[src/rtl/if_stage_unit.sv]
`default_nettype none
// ============================================================================
// Module   : if_stage_unit
// Brief    : Instruction fetch stage with IF/ID pipeline register and
//            saturating stall/flush event counters.
// Revision : 1.0
// ============================================================================
module if_stage_unit #(
    parameter int                ADDR_W   = 32,
    parameter logic [ADDR_W-1:0] RESET_PC = '0,
    parameter int                CNT_W    = 16
) (
    input  logic              clk,
    input  logic              rst,
    input  logic              freeze,
    input  logic              branch_taken,
    input  logic [ADDR_W-1:0] branch_address,
    output logic [ADDR_W-1:0] imem_addr,
    input  logic [31:0]       imem_data,
    output logic [ADDR_W-1:0] if_id_pc,
    output logic [31:0]       if_id_instr,
    output logic              if_id_valid,
    output logic [CNT_W-1:0]  stall_count,
    output logic [CNT_W-1:0]  flush_count
);

    logic [ADDR_W-1:0] pc;
    logic [ADDR_W-1:0] pc_plus4;
    logic [ADDR_W-1:0] branch_target;
    logic              unused_addr_lsbs;

    // Targets are always word-aligned; the two low address bits are ignored.
    assign pc_plus4         = pc + ADDR_W'(4);
    assign branch_target    = {branch_address[ADDR_W-1:2], 2'b00};
    assign unused_addr_lsbs = ^branch_address[1:0];
    assign imem_addr        = pc;

    always_ff @(posedge clk or negedge rst) begin
        if (!rst) begin
            pc          <= RESET_PC;
            if_id_pc    <= '0;
            if_id_instr <= '0;
            if_id_valid <= 1'b0;
        end else if (branch_taken) begin
            pc          <= branch_target;
            if_id_pc    <= '0;
            if_id_instr <= '0;
            if_id_valid <= 1'b0;
        end else if (!freeze) begin
            pc          <= pc_plus4;
            if_id_pc    <= pc_plus4;
            if_id_instr <= imem_data;
            if_id_valid <= 1'b1;
        end
    end

    // A branch edge counts only as a flush, never as a stall.
    always_ff @(posedge clk or negedge rst) begin
        if (!rst) begin
            stall_count <= '0;
            flush_count <= '0;
        end else begin
            if (branch_taken) begin
                if (flush_count != '1) flush_count <= flush_count + 1'b1;
            end else if (freeze) begin
                if (stall_count != '1) stall_count <= stall_count + 1'b1;
            end
        end
    end

endmodule
`default_nettype wire

[config.mk]
export PLATFORM = sky130hd
export DESIGN_NAME = if_stage_unit
export DESIGN_NICKNAME = d
export VERILOG_FILES = /design/src/rtl/if_stage_unit.sv
export SDC_FILE = /design/constraint.sdc
export NUM_CORES = 1
export LEC_CHECK = 0
export CAP_MARGIN = 20
export CORE_ASPECT_RATIO = 0.7
export CORE_MARGIN = 5
export CORE_UTILIZATION = 35
export CTS_CLUSTER_SIZE = 10
export DETAILED_ROUTE_END_ITERATION = 6
export DONT_BUFFER_PORTS = 1
export PLACE_DENSITY = 0.47
export SLEW_MARGIN = 20
export SYNTH_ARGS = -nofsm -noshare
export SYNTH_HDL_FRONTEND = slang
export SYNTH_SLANG_ARGS = --single-unit
[constraint.sdc]
create_clock -name clk -period 2.45 [get_ports clk]
set_input_delay 0.1225 -clock clk [delete_from_list [all_inputs] [get_ports clk]]
set_output_delay 0.1225 -clock clk [all_outputs]
set_load 0.03 [all_outputs]
==> metrics.yaml, run 1 <==
global_route:
  grt_use_total_pct: 19.2
  grt_pass1_vias: 5766
  grt_antenna_before_repair: 1
  grt_pass1_wl_um: 33100
  grt_overflow: 0
  grt_max_degree: 127
routing:
  drc: 0
  routed_wl_um: 21100
  ant_nets: 0
  drt-pass1-iter-count: 5
  drt-vias-per-instance: 5.57
  vias: 5730
  wl_per_cell_um: 20.5
  drtIter0Drc: 429
power:
  power.static_leakage_uw: 0.00362
  max-vdd-ir-drop_v: 0.000447
  power_density_nw_per_um2: 814
floorplanning:
  core_area_sq_um: 18200
  io_pins: 197
  die_area_sq_um: 21600
  row_count: 41
  die_x_um: 174
  initial_core_util_pct: 36.1
  die_h_um: 125
sta:
  setup_viol: 0
  fin_tns_setup_ns: 0
  grt_setup_unrepaired: "false"
  tightest_slew_ns: 0.614
  drv_slew: 0
  fin_crit_ns: 2.25
  fin_skew_ns: 0.00898
  fmax_ghz: 0.444
  relSlewSlack_pct: 58.7
  fin_hold_ws_ns: -0.599
  period_share_pct: 91.9
  hold_viol_final: 126
synthesis:
  yosys_warnings: 0
  ys_types: 56
  syn-mean-instance-area_sq_um: 9.63
  synth_edf_count: 0
  yosysSeqAreaShare_pct: 48.0
  synth_flop_cell: "dfrtp_1"
  synthCells: 682
  netlist_area_sq_um: 6570
  ys_seq_elements: 126
  async_flop_share_pct: 100
worst_setup_path:
  path_class: "flop to flop"
  cp_slowest_cell: "dfrtp_1"
  crit_chain: "nand3_1, nor4_1, buf_4, a211oi_1, a2111oi_0"
  crit_buf_inv: 1
  cp-startpoint: "imem_addr[13]"
  cp_max_fo: 10
  cp_top_family: "simple AND/OR/NAND/NOR gates"
  end_kind: "flop"
  rr_startpoint: "imem_addr[13]"
  crit_arrival_ns: 2.52
  slowest_delay_ns: 0.54
  start_kind: "flop"
  worstPathRequired_ns: 2.72
clock_network:
  clk_pin_slew_ns: 0.06
  cts_tree: "built"
  htreeDepth: 4
  cts_max_path_buffers: 2
  holdBufCountCts: 84
  cts_root_buf: "clkbuf_16"
  cts.sinks: 126
  insertion_delay_ns: 0.42
  numCtsBuffers: 17
placement:
  hpwl_um: 13300
  placed_area_sq_um: 6980
  io_buffer_count: 0
  gp_congestion: 0.795
final_layout:
  seq_area_sq_um: 3150
  syn_to_final_growth_pct: 30.2
  fin_nets: 850
  multi_input_area_sq_um: 3140
  fillers: 1682
  final_cell_area_sq_um: 8550
  drive_gt1_share_pct: 11.6
outcome:
  violations: "negative hold slack"
  outcome: "complete, but fails checks"
run:
  maxCapViolations: 0
hold_path:
  hold_class: "primary input to async pin"
path summary, 6_finish.rpt:
path | to | slack, ns | cells after the start
max reg2reg | if_id_pc[28] | 0.20 | 5
min | if_id_pc[9] | -0.60 | 0
max | if_id_pc[28] | 0.20 | 5
min in group clk | if_id_pc[25] | 0.02 | 3
min reg2reg | stall_count[1] | 0.63 | 2
max in group asynchronous | flush_count[0] | 2.87 | 0
cells by family after synthesis:
family / synth area share, %
buffers and inverters: 4.23
and+or+nand+nor: 23.6
muxes: 5.70
other: 0.0571
AOI/OAI and AO/OA: 11.7
DFF: 48.0
xor gates and xnor gates: 6.13
adders and majority gates: 0.572
metal layers:
metal  track usage, %  routed length (um)
met2             29.6                9630
met5                0                   0
met1             25.4                9430
met4             5.21                 223
met3             7.37                1790
registers in the layout, summed over array words and instances (netlist names):
register     cells
flush_count     16
if_id_pc        31
imem_addr       30
if_id_valid      1
stall_count     16
if_id_instr     32
final cells by class:
cell class,count,share of cell area (%)
sequential,126,36.9
multi-input combinational,493,36.7
timing repair buffer,132,14.5
clock buffer,20,5.34
tap,236,3.45
clock inverter,12,2.69
inverter,9,0.395
antenna,1,0.0293
where the power goes:
| part | switching (uW) | internal (uW) | leakage, uW |
|---|---|---|---|
| registers | 607 | 2310 | 0.00160 |
| clock network | 995 | 1980 | 0.000328 |
| logic | 617 | 459 | 0.00170 |
cell usage in the layout, fill, tap and decap left out, types with 13 or more instances in the layout:
cell type / Yosys / routed
or4_1: 18 / 18
xor2_1: 26 / 26
xnor2_1: 20 / 20
buf_4: 3 / 48
dfrtp_1: 126 / 126
nand4_1: 17 / 17
nand2_1: 48 / 48
o21ai_0: 24 / 24
dlygate4sd3_1: 0 / 82
clkbuf_16: 0 / 17
nand3_1: 38 / 38
nor2_1: 78 / 78
nor3_1: 14 / 14
a211oi_1: 13 / 13
mux2i_1: 34 / 34
a21oi_1: 22 / 22
a31oi_1: 15 / 15
cells in the mapped netlist, types with 13 or more instances:
| cell type | n | share of area, % |
|---|---|---|
| a211oi_1 | 13 | 1.5 |
| a21oi_1 | 22 | 1.7 |
| a31oi_1 | 15 | 1.4 |
| clkbuf_1 | 34 | 1.9 |
| dfrtp_1 | 126 | 48 |
| mux2i_1 | 34 | 5.2 |
| nand2_1 | 48 | 2.7 |
| nand3_1 | 38 | 2.9 |
| nand4_1 | 17 | 1.6 |
| nor2_1 | 78 | 4.5 |
| nor3_1 | 14 | 1.1 |
| o21ai_0 | 24 | 1.8 |
| or4_1 | 18 | 2.1 |
| xnor2_1 | 20 | 2.7 |
| xor2_1 | 26 | 3.5 |
stage by stage:
stage                     hold slack, ns  power (uW)  setup slack, ns  utilization (%)  cells
after floorplan                   -0.173        3560            0.137                -    683
after global placement            -0.170        3820            0.328             38.3    912
after detailed placement          -0.170        3840            0.265             38.3    912
after CTS                         -0.624        7020            0.243             46.9   1028
after global routing              -0.631        7250            0.122             46.9   1029
final                             -0.599        6960            0.199             46.9   1029
repair_timing:
action | in CTS | in global routing
resized for setup | 0 | 0
endpoints found under the setup margin | 0 | 0
buffers inserted | 0 | 0
endpoints found under the hold margin | 219 | 126
No activity file was read; power rests on OpenSTA's default activity.
==> run 2: changes to the inputs <==
==> constraint.sdc (replaced) <==
create_clock -name clk -period 2.45 [get_ports clk]
set_input_delay 0.49 -clock clk [delete_from_list [all_inputs] [get_ports clk]]
set_output_delay 0.49 -clock clk [all_outputs]
set_load 0.03 [all_outputs]
==> run 2 against run 1 <==
The flow still finishes with violations (negative hold slack). Utilization is 5.2 points lower. Non-clock buffer count is 85 lower. Clock skew is 0.0022 ns higher. Cell area is 11% lower. First-iteration DRC count is 21% lower. Critical path depth stayed put. Sequential share of layout area is 4.6 points higher. Power is 6.7% lower. Die area stayed put. Wire length is 7.0% lower. Worst setup slack better by 0.053 ns. Clock power is 9.8% lower.
==> metrics.yaml, run 2 (synthesis results as in run 1) <==
outcome:
  outcome: "complete, but fails checks"  # unchanged
  violations: "negative hold slack"  # unchanged
floorplanning:
  core_area_sq_um: 18200  # unchanged
  io_pins: 197  # unchanged
  die_x_um: 174  # unchanged
  initial_core_util_pct: 36.1  # unchanged
  die_area_sq_um: 21600  # unchanged
  row_count: 41  # unchanged
  die_h_um: 125  # unchanged
global_route:
  grt_pass1_vias: 5350  # was 5766
  grt_use_total_pct: 17.9  # was 19.2%
  grt_antenna_before_repair: 0  # was 1
  grt_max_degree: 127  # unchanged
  grt_overflow: 0  # unchanged
  grt_pass1_wl_um: 30700  # was 33100 um
worst_setup_path:
  path_class: "flop to flop"  # unchanged
  rr_startpoint: "imem_addr[3]"  # was imem_addr[13]
  crit_arrival_ns: 2.51  # was 2.52 ns
  worstPathRequired_ns: 2.76  # was 2.72 ns
  cp_max_fo: 9  # was 10
  end_kind: "flop"  # unchanged
  cp-startpoint: "imem_addr[3]"  # was imem_addr[13]
  start_kind: "flop"  # unchanged
power:
  clkPwrFrac_pct: 41.3  # was 42.7%
  p_switching_uw: 2110  # was 2220 uW
  power_density_nw_per_um2: 854  # was 814 nW/um^2
  swShare_pct: 32.4  # was 31.9%
  p_seq_share_pct: 44.9  # was 41.9%
  comb_power_share_pct: 13.8  # was 15.5%
  max-vdd-ir-drop_v: 0.000423  # was 0.000447 V
  intPower_uw: 4390  # was 4740 uW
  power.static_leakage_uw: 0.00325  # was 0.00362 uW
routing:
  vias: 5311  # was 5730
  ant_nets: 0  # unchanged
  drtIter0Drc: 338  # was 429
  drt-pass1-iter-count: 5  # unchanged
  drc: 0  # unchanged
  routed_wl_um: 19600  # was 21100 um
  drt-vias-per-instance: 5.63  # was 5.57
  wl_per_cell_um: 20.8  # was 20.5 um
sta:
  tightest_slew_ns: 0.631  # was 0.614 ns
  fmax_ghz: 0.455  # was 0.444 GHz
  fin_tns_setup_ns: 0  # unchanged
  hold_viol_final: 126  # unchanged
  fin_crit_ns: 2.20  # was 2.25 ns
  period_share_pct: 89.7  # was 91.9%
  setup_viol: 0  # unchanged
  grt_setup_unrepaired: "false"  # unchanged
  fin_hold_ws_ns: -0.239  # was -0.599 ns
  relSlewSlack_pct: 57.9  # was 58.7%
  drv_slew: 0  # unchanged
  fin_skew_ns: 0.0112  # was 0.00898 ns
final_layout:
  final_cell_area_sq_um: 7600  # was 8550 sq um
  fin_nets: 765  # was 850
  final_common_cell: "dfrtp_1"  # unchanged
  seq_area_sq_um: 3150  # unchanged
  syn_to_final_growth_pct: 15.8  # was 30.2%
  fillers: 1770  # was 1682
  top_register: "if_id_instr"  # unchanged
  final_cells: 943  # was 1029
  antenna_cells: 0  # was 1
  mostFrequentLayoutCells: "126 x dfrtp_1, 78 x nor2_1, 48 x nand2_1"  # was 126 x dfrtp_1, 82 x dlygate4sd3_1, 78 x nor2_1
  multi_input_area_sq_um: 3140  # unchanged
  drive_gt1_share_pct: 12.3  # was 11.6%
  largest_reg_flops: 32  # unchanged
clock_network:
  cts_tree: "built"  # unchanged
  cts_root_buf: "clkbuf_16"  # unchanged
  clk_pin_slew_ns: 0.06  # about the same
  cts_max_path_buffers: 2  # unchanged
  htreeDepth: 4  # unchanged
  cts.sinks: 126  # unchanged
  insertion_delay_ns: 0.42  # about the same
  numCtsBuffers: 17  # unchanged
  cts_resized: 0  # unchanged
  postCtsSetupBuffers: 0  # unchanged
hold_path:
  hold_class: "primary input to async pin"  # unchanged
placement:
  gp_congestion: 0.802  # was 0.795
  dp_cells: 911  # was 912
  placed_area_sq_um: 6990  # was 6980 sq um
  hpwl_um: 13400  # was 13300 um
  io_buffer_count: 0  # unchanged
run:
  maxCapViolations: 0  # unchanged
run 2: cell count changes in the layout (fill, tap and decap cells not counted):
cell,change
inv_6,-3
clkbuf_8,-1
clkbuf_1,+2
buf_16,-2
dlygate4sd3_1,-82
clkinv_4,+1
buf_12,+1
clkinv_2,+4
bufinv_16,-2
diode_2,-1
clkinvlp_4,-1
buf_4,-2
run 2: path summary, 6_finish.rpt:
path	to	slack, ns	cells after the start
max	if_id_pc[24]	0.25	5
min	if_id_pc[8]	-0.24	0
max reg2reg	if_id_pc[24]	0.25	5
min reg2reg	flush_count[3]	0.63	2
max in group asynchronous	stall_count[1]	2.50	0
min in group clk	if_id_pc[28]	0.15	1
run 2: critical path, cell delays in order, from the launching register on:
cell	delay, ns
dfrtp_1	0.39
ha_1	0.20
nand4_2	0.19
or3_1	0.51
or4_1	0.52
a311oi_1	0.28
run 2: cell type report:
class,count,share of cell area [%]
clock buffers,21,5.92
well taps,236,3.88
inverters,9,0.444
repair buffers,47,4.80
flip-flops and latches,126,41.5
multi-input cells,493,41.3
clock inverters,11,2.17
run 2: per-layer routing:
metal | vias up | GRT usage, % | wire length, um
met5 | - | 0 | 0
met4 | 0 | 5.63 | 263
met3 | 19 | 7.40 | 1760
met2 | 183 | 26.9 | 8820
met1 | 2602 | 23.5 | 8730
li1 | 2507 | - | -
run 2: metrics by stage:
stage	worst slack, ns	utilization (%)	hold slack [ns]	power [uW]
after floorplan	0.137	-	0.194	3560
after global placement	0.293	38.4	0.198	3820
after detailed placement	0.292	38.4	0.199	3860
after CTS	0.249	41.8	-0.259	6560
after global routing	0.0875	41.8	-0.263	6800
final	0.253	41.8	-0.239	6490
run 2: power groups by stage:
stage / clock network (uW) / registers (uW) / logic (uW)
3_3_place_gp: 0 / 2940 / 880
4_1_cts: 2740 / 2920 / 905
6_report: 2680 / 2920 / 897
5_1_grt: 2850 / 2960 / 1000
2_1_floorplan: 0 / 3020 / 542
3_5_place_dp: 0 / 2950 / 902
